[config.mk]
export PLATFORM = sky130hd
export DESIGN_NAME = alu_arbiter
export DESIGN_NICKNAME = d
export VERILOG_FILES = /design/src/rtl/alu_arbiter.sv
export SDC_FILE = /design/constraint.sdc
export NUM_CORES = 1
export LEC_CHECK = 0
export BUFFER_PORTS_ARGS = -buffer_cell sky130_fd_sc_hd__buf_2
export CORE_AREA = 2 2 111 113
export CTS_BUF_LIST = sky130_fd_sc_hd__clkbuf_4 sky130_fd_sc_hd__clkbuf_8
export DETAILED_ROUTE_END_ITERATION = 10
export DIE_AREA = 0 0 113 115
export PLACE_DENSITY_LB_ADDON = 0.05
export SLEW_MARGIN = 20
export SYNTH_ARGS = -nofsm -noshare
export SYNTH_HDL_FRONTEND = slang
export SYNTH_SLANG_ARGS = --single-unit
[constraint.sdc]
create_clock -name clk -period 11.3 [get_ports clk]
set_clock_uncertainty 0.1 [all_clocks]
set_input_delay 1.695 -clock clk [delete_from_list [all_inputs] [get_ports clk]]
set_output_delay 1.695 -clock clk [all_outputs]
set_load 0.02 [all_outputs]
[src/rtl/alu_arbiter.sv]
// Round-robin arbiter sharing one combinational ALU between two requesters.
// Optional macro ALU_ARB_ILLEGAL_OP_EN: reserved op_codes respond with rsp_err=1 and zero data/flags.
module alu_arbiter #(
   parameter int unsigned DATA_W = 32,
   parameter int unsigned OP_W   = 4
) (
   input  logic              clk,
   input  logic              reset,
   input  logic              req0_valid,
   output logic              req0_ready,
   input  logic [OP_W-1:0]   req0_op,
   input  logic [DATA_W-1:0] req0_a,
   input  logic [DATA_W-1:0] req0_b,
   input  logic              req1_valid,
   output logic              req1_ready,
   input  logic [OP_W-1:0]   req1_op,
   input  logic [DATA_W-1:0] req1_a,
   input  logic [DATA_W-1:0] req1_b,
   output logic [OP_W-1:0]   alu_op_code,
   output logic [DATA_W-1:0] alu_rsa,
   output logic [DATA_W-1:0] alu_rsb,
   input  logic [DATA_W-1:0] alu_out,
   input  logic [3:0]        alu_flags,
   output logic              rsp0_valid,
   input  logic              rsp0_ready,
   output logic              rsp1_valid,
   input  logic              rsp1_ready,
   output logic [DATA_W-1:0] rsp_data,
   output logic [3:0]        rsp_flags,
   output logic              rsp_err
);

   typedef enum logic [1:0] {StIdle, StExec, StResp} state_t;

   state_t            state_q;
   logic              last_grant_q;
   logic              owner_q;
   logic              exec_cap_q;
   logic [OP_W-1:0]   op_q;
   logic [DATA_W-1:0] rsa_q;
   logic [DATA_W-1:0] rsb_q;
   logic              rsp0_valid_q;
   logic              rsp1_valid_q;
   logic [DATA_W-1:0] rsp_data_q;
   logic [3:0]        rsp_flags_q;
   logic              grant0;
   logic              grant1;
   logic              owner_ready;

   // On a tie the port not granted last wins.
   always_comb begin
      grant0      = req0_valid & (~req1_valid | last_grant_q);
      grant1      = req1_valid & (~req0_valid | ~last_grant_q);
      owner_ready = owner_q ? rsp1_ready : rsp0_ready;
   end

   assign req0_ready  = ~reset & (state_q == StIdle) & grant0;
   assign req1_ready  = ~reset & (state_q == StIdle) & grant1;
   assign alu_op_code = op_q;
   assign alu_rsa     = rsa_q;
   assign alu_rsb     = rsb_q;
   assign rsp0_valid  = rsp0_valid_q;
   assign rsp1_valid  = rsp1_valid_q;
   assign rsp_data    = rsp_data_q;
   assign rsp_flags   = rsp_flags_q;

`ifdef ALU_ARB_ILLEGAL_OP_EN
   logic rsp_err_q;
   logic illegal_op;

   always_comb begin
      illegal_op = op_q inside {OP_W'(2), OP_W'(3), OP_W'(13), OP_W'(14), OP_W'(15)};
   end

   assign rsp_err = rsp_err_q;
`else
   assign rsp_err = 1'b0;
`endif

   always_ff @(posedge clk or posedge reset) begin
      if (reset) begin
         state_q      <= StIdle;
         last_grant_q <= 1'b1;
         owner_q      <= 1'b0;
         exec_cap_q   <= 1'b0;
         op_q         <= '0;
         rsa_q        <= '0;
         rsb_q        <= '0;
         rsp0_valid_q <= 1'b0;
         rsp1_valid_q <= 1'b0;
         rsp_data_q   <= '0;
         rsp_flags_q  <= '0;
`ifdef ALU_ARB_ILLEGAL_OP_EN
         rsp_err_q    <= 1'b0;
`endif
      end else begin
         unique case (state_q)
            StIdle: begin
               if (grant0) begin
                  op_q         <= req0_op;
                  rsa_q        <= req0_a;
                  rsb_q        <= req0_b;
                  owner_q      <= 1'b0;
                  last_grant_q <= 1'b0;
                  exec_cap_q   <= 1'b0;
                  state_q      <= StExec;
               end else if (grant1) begin
                  op_q         <= req1_op;
                  rsa_q        <= req1_a;
                  rsb_q        <= req1_b;
                  owner_q      <= 1'b1;
                  last_grant_q <= 1'b1;
                  exec_cap_q   <= 1'b0;
                  state_q      <= StExec;
               end
            end
            StExec: begin
               // First EXEC cycle lets the ALU settle; result is captured on the second edge.
               if (!exec_cap_q) begin
                  exec_cap_q <= 1'b1;
               end else begin
`ifdef ALU_ARB_ILLEGAL_OP_EN
                  rsp_data_q  <= illegal_op ? '0 : alu_out;
                  rsp_flags_q <= illegal_op ? '0 : alu_flags;
                  rsp_err_q   <= illegal_op;
`else
                  rsp_data_q  <= alu_out;
                  rsp_flags_q <= alu_flags;
`endif
                  rsp0_valid_q <= ~owner_q;
                  rsp1_valid_q <= owner_q;
                  state_q      <= StResp;
               end
            end
            StResp: begin
               if (owner_ready) begin
                  rsp0_valid_q <= 1'b0;
                  rsp1_valid_q <= 1'b0;
                  state_q      <= StIdle;
               end
            end
            default: state_q <= StIdle;
         endcase
      end
   end

endmodule
# Word level (Yosys, flattened, before mapping)

Index checks and enable logic that the tools add are counted.

Input port bits: 178
RAM bits: 0
Memories kept: 0
Bits in latches: 0
Flip-flop bits (word level): 111
Output and inout bits: 109
Word-level logic and storage cells: 59
ROM bits: 0

Multiplexer cells: 22
$lt $le $gt $ge: 0
Divide/modulo/power cells: 0
Equal/unequal tests: 5
Reductions and logical operators: 9
$add $sub $neg: 0
Bitwise operators: 12
Multipliers: 0
Shifts and indexed selects: 0

Operators by type and width:

| operator             | number |
|---|---|
| $mux W32             | 4 |
| $mux W1              | 8 |
| $mux W2              | 4 |
| $mux W4              | 2 |
| $pmux W1 S2          | 3 |
| $pmux W2 S3          | 1 |
| $reduce_and A2 Y1    | 3 |
| $reduce_and A3 Y1    | 2 |
| $reduce_bool A2 Y1   | 3 |
| $and A1 B1 Y1        | 5 |
| $not A1 Y1           | 5 |
| $ne A2 B2 Y1 const B | 2 |
| $ne A3 B3 Y1 const B | 1 |
| $eq A2 B1 Y1 const B | 1 |
| $eq A2 B2 Y1 const B | 1 |
| $logic_not A2 Y1     | 1 |
| $or A1 B1 Y1         | 2 |

# Longest topological paths before layout

Depth in word-level cells: 6
Gate-level depth with buffers: 7
Depth with buffers taken out: 3

# Worst setup path before layout

OpenSTA, ideal clock, no wires.

Kind: input-to-output
From: input req1_valid
To: output req0_ready
Arrival time: 2.579 ns
Buffers on the path: 2
Path slack: 6.926 ns
Cell stages on the path: 5
Data required time: 9.505 ns
Cells stage by stage: nand2b_1 -> buf_2 -> buf_4 -> nand2_1 -> nor3_1

Word-level cells in the longest chain between the ends: 4

Ends and longest elaborated chain:

| element       | RTL line | text |
|---|---|---|
| from (decl)   | 14       | `input logic req1_valid,` |
| $not A1 Y1    | 52       | `grant0 = req0_valid & (~req1_valid \| last_grant_q);` |
| $or A1 B1 Y1  | 52       |  |
| $and A1 B1 Y1 | 52       |  |
| $and A1 B1 Y1 | 57       | `assign req0_ready = ~reset & (state_q == StIdle) & grant0;` |
| to (decl)     | 10       | `output logic req0_ready,` |

Every way passes these cells.

# Worst setup path in the final report

Same ends and word-level chain as after synthesis.

==> results.cfg <==
[logic_synthesis]
netlist_area_sq_um = 5170
synth_most_common_cell = dfrtp_1
ys_types = 28
synth_area_leaders = dfrtp_1, a31oi_1, mux2_2, nand3_1, o21ai_0
netlist_instances = 507
yosysTopAreaCell = dfrtp_1
synth_nets = 685
synth-edff-count = 0
avgSynthCellArea_sq_um = 10.2
netlist.area_leader.share_pct = 53.3
synth_top_cells_by_count = dfrtp_1, a31oi_1, nand3_1, o21ai_0, a21oi_1
synthArstFlopShare_pct = 100
yosysWarnings = 0
synth_seq_area_share_pct = 53.8
synth_flop_cell = dfrtp_1
synth-seq-cells = 111

[timing]
setup_tns_ps = 0
tightest_slew_ps = 1050
post-route-period-util_pct = 42.5
rsz0062_at_grt = no
fmax_mhz = 208
relSlewSlack_pct = 30.2
drv_slew = 0
hold_viol = 0
fin_crit_ps = 4810
setup_viol = 0

[clocking]
clkSinkCount = 111
clk_path_buf_depth = 2
numCtsBuffers = 9
cts.repair.resized = 0
post_cts_buffers = 0
root_buffer = clkbuf_8
clock_latency_ps = 370
clk_pin_slew_ps = 90
hold_buffers = 0
cts_tree = done
cts-htree-levels = 3

[power]
cellInternalPower_uw = 1090
p_per_area_nw_per_um2 = 291
power_frac_comb_pct = 50.8
netSwitchingFraction_pct = 44.6
p_sw_uw = 879
leakage_uw = 0.00312
p_seq_share_pct = 36.4
ir_drop_v = 0.000122
p_total_uw = 1970
clkPwrFrac_pct = 12.8

[grt]
grt_max_degree = 84
antenna_found_initial = 0
grt_overflow = 0
grt_usage_pct = 24.7
first_global_vias = 4970
grt_pass1_wl_mm = 25.6

[drt]
avgViaCountPerCell = 5.55
antenna_left = 0
wl_per_cell_um = 17.9
vias = 5020
dr.pass1.iters = 7
routed_wl_mm = 16.2
drcViolationCount = 19
drt_iter0_drc = 345

[place]
portBuffers = 285
dp_hpwl_mm = 10.8
gp_congestion = 0.775
placed_cell_area_sq_um = 6560

[final_layout]
fillerInstances = 1091
syn2layout_area_growth_pct = 31.2
fin_nets = 931
drive_gt1_share_pct = 49.2
antenna_cells = 0
stdcell_area_sq_um = 6780

[hold_path]
hp-class = reg2reg

[critical_path]
cp-start-kind = primary input
end_kind = primary output
crit_type = in2out
critical_path_peak_fanout = 69
crit_arrival_ps = 3010
worst_ep_required_time_ps = 9510

[die]
io_pins = 287
fp.dieArea_sq_um = 13000
initial_core_util_pct = 43.8
die_w_um = 113
die_y_um = 115
row_count = 40
core-area_sq_um = 11800

[job]
cap_violations = 0

[run_status]
status = complete, but fails checks
violations = design-rule violations
## worst max-delay path, stage by stage
cell and delay [ps]:
buf_2 130, nand2b_2 60, buf_4 560, nand2_1 160, nor3_1 200, buf_2 190
## state kept, by name, indices dropped and copies added, names as in the netlist
signal,flops
alu_rsb,32
exec_cap_q,1
rsp1_valid,1
alu_rsa,32
rsp0_valid,1
rsp_data,32
last_grant_q,1
rsp_flags,4
owner_q,1
alu_op_code,4
state_q,2
## per-stage QoR
step | hold slack [ps] | instances | setup WS, ps | utilization (%)
after floorplan | 358 | 507 | 6580 | -
after global placement | 376 | 889 | 6480 | 55.5
after detailed placement | 387 | 889 | 6470 | 55.5
after CTS | 400 | 905 | 6470 | 57.3
after global routing | 420 | 905 | 6410 | 57.4
final | 400 | 905 | 6490 | 57.4
## final cells by class
class / instances / area [sq um] / area share (%)
Multi-Input combinational cell: 336 / 2110 / 31.1
Clock inverter: 3 / 40.0 / 0.591
Tap cell: 147 / 184 / 2.71
Timing Repair Buffer: 292 / 1480 / 21.9
Sequential cell: 111 / 2780 / 41.0
Clock buffer: 13 / 173 / 2.55
Inverter: 3 / 13.8 / 0.203
## worst paths after layout
| kind | slack [ps] | cells past startpoint | to | start |
|---|---|---|---|---|
| worst max-delay path | 6490 | 6 | req0_ready | req1_valid |
| worst min-delay path | 400 | 1 | state_q[0] | exec_cap_q |
| worst max register to register | 9150 | 4 | alu_rsa[25] | state_q[0] |
| worst min register to register | 400 | 1 | state_q[0] | exec_cap_q |
| max in group asynchronous | 8790 | 3 | alu_rsa[24] | reset |
| min in group asynchronous | 1210 | 2 | alu_rsb[0] | reset |
## cell usage in the layout, fill, tap and decap left out, drive strengths merged, types with 5 or more instances in the layout
| cell type | netlist | routed |
|---|---|---|
| nand3 | 68 | 68 |
| a31oi | 69 | 69 |
| mux2 | 37 | 37 |
| o21ai | 70 | 70 |
| buf | 30 | 292 |
| dfrtp | 110 | 110 |
| a21oi | 69 | 69 |
| clkbuf | 27 | 13 |
| nand2 | 5 | 5 |
## per-layer routing
metal  share of wire, %  global-route usage [%]  up-vias
met3                8.2                    5.01       29
li1                   -                       -     2359
met4                2.4                    9.35        0
met5                  0                       0        -
met2                 50                    42.5      226
met1                 39                    30.9     2406
## power by group through the flow
stage                     Clock (uW)  Combinational (uW)  Sequential, uW
final                            252                1000             718
after global routing             275                1090             742
after detailed placement           0                1010             723
after global placement             0                1000             716
after CTS                        261                1010             717
after floorplan                    0                 441             954
## kinds of logic after synthesis
kind of cell / count (synthesis) / share of synthesized area [%]
and+or+nand+nor: 85 / 8.38
muxes: 37 / 8.06
other: 1 / 0.0726
buffers and inverters: 60 / 5.76
AOI/OAI and AO/OA: 213 / 23.9
DFF: 111 / 53.8
(Power assumes the default switching activity.)
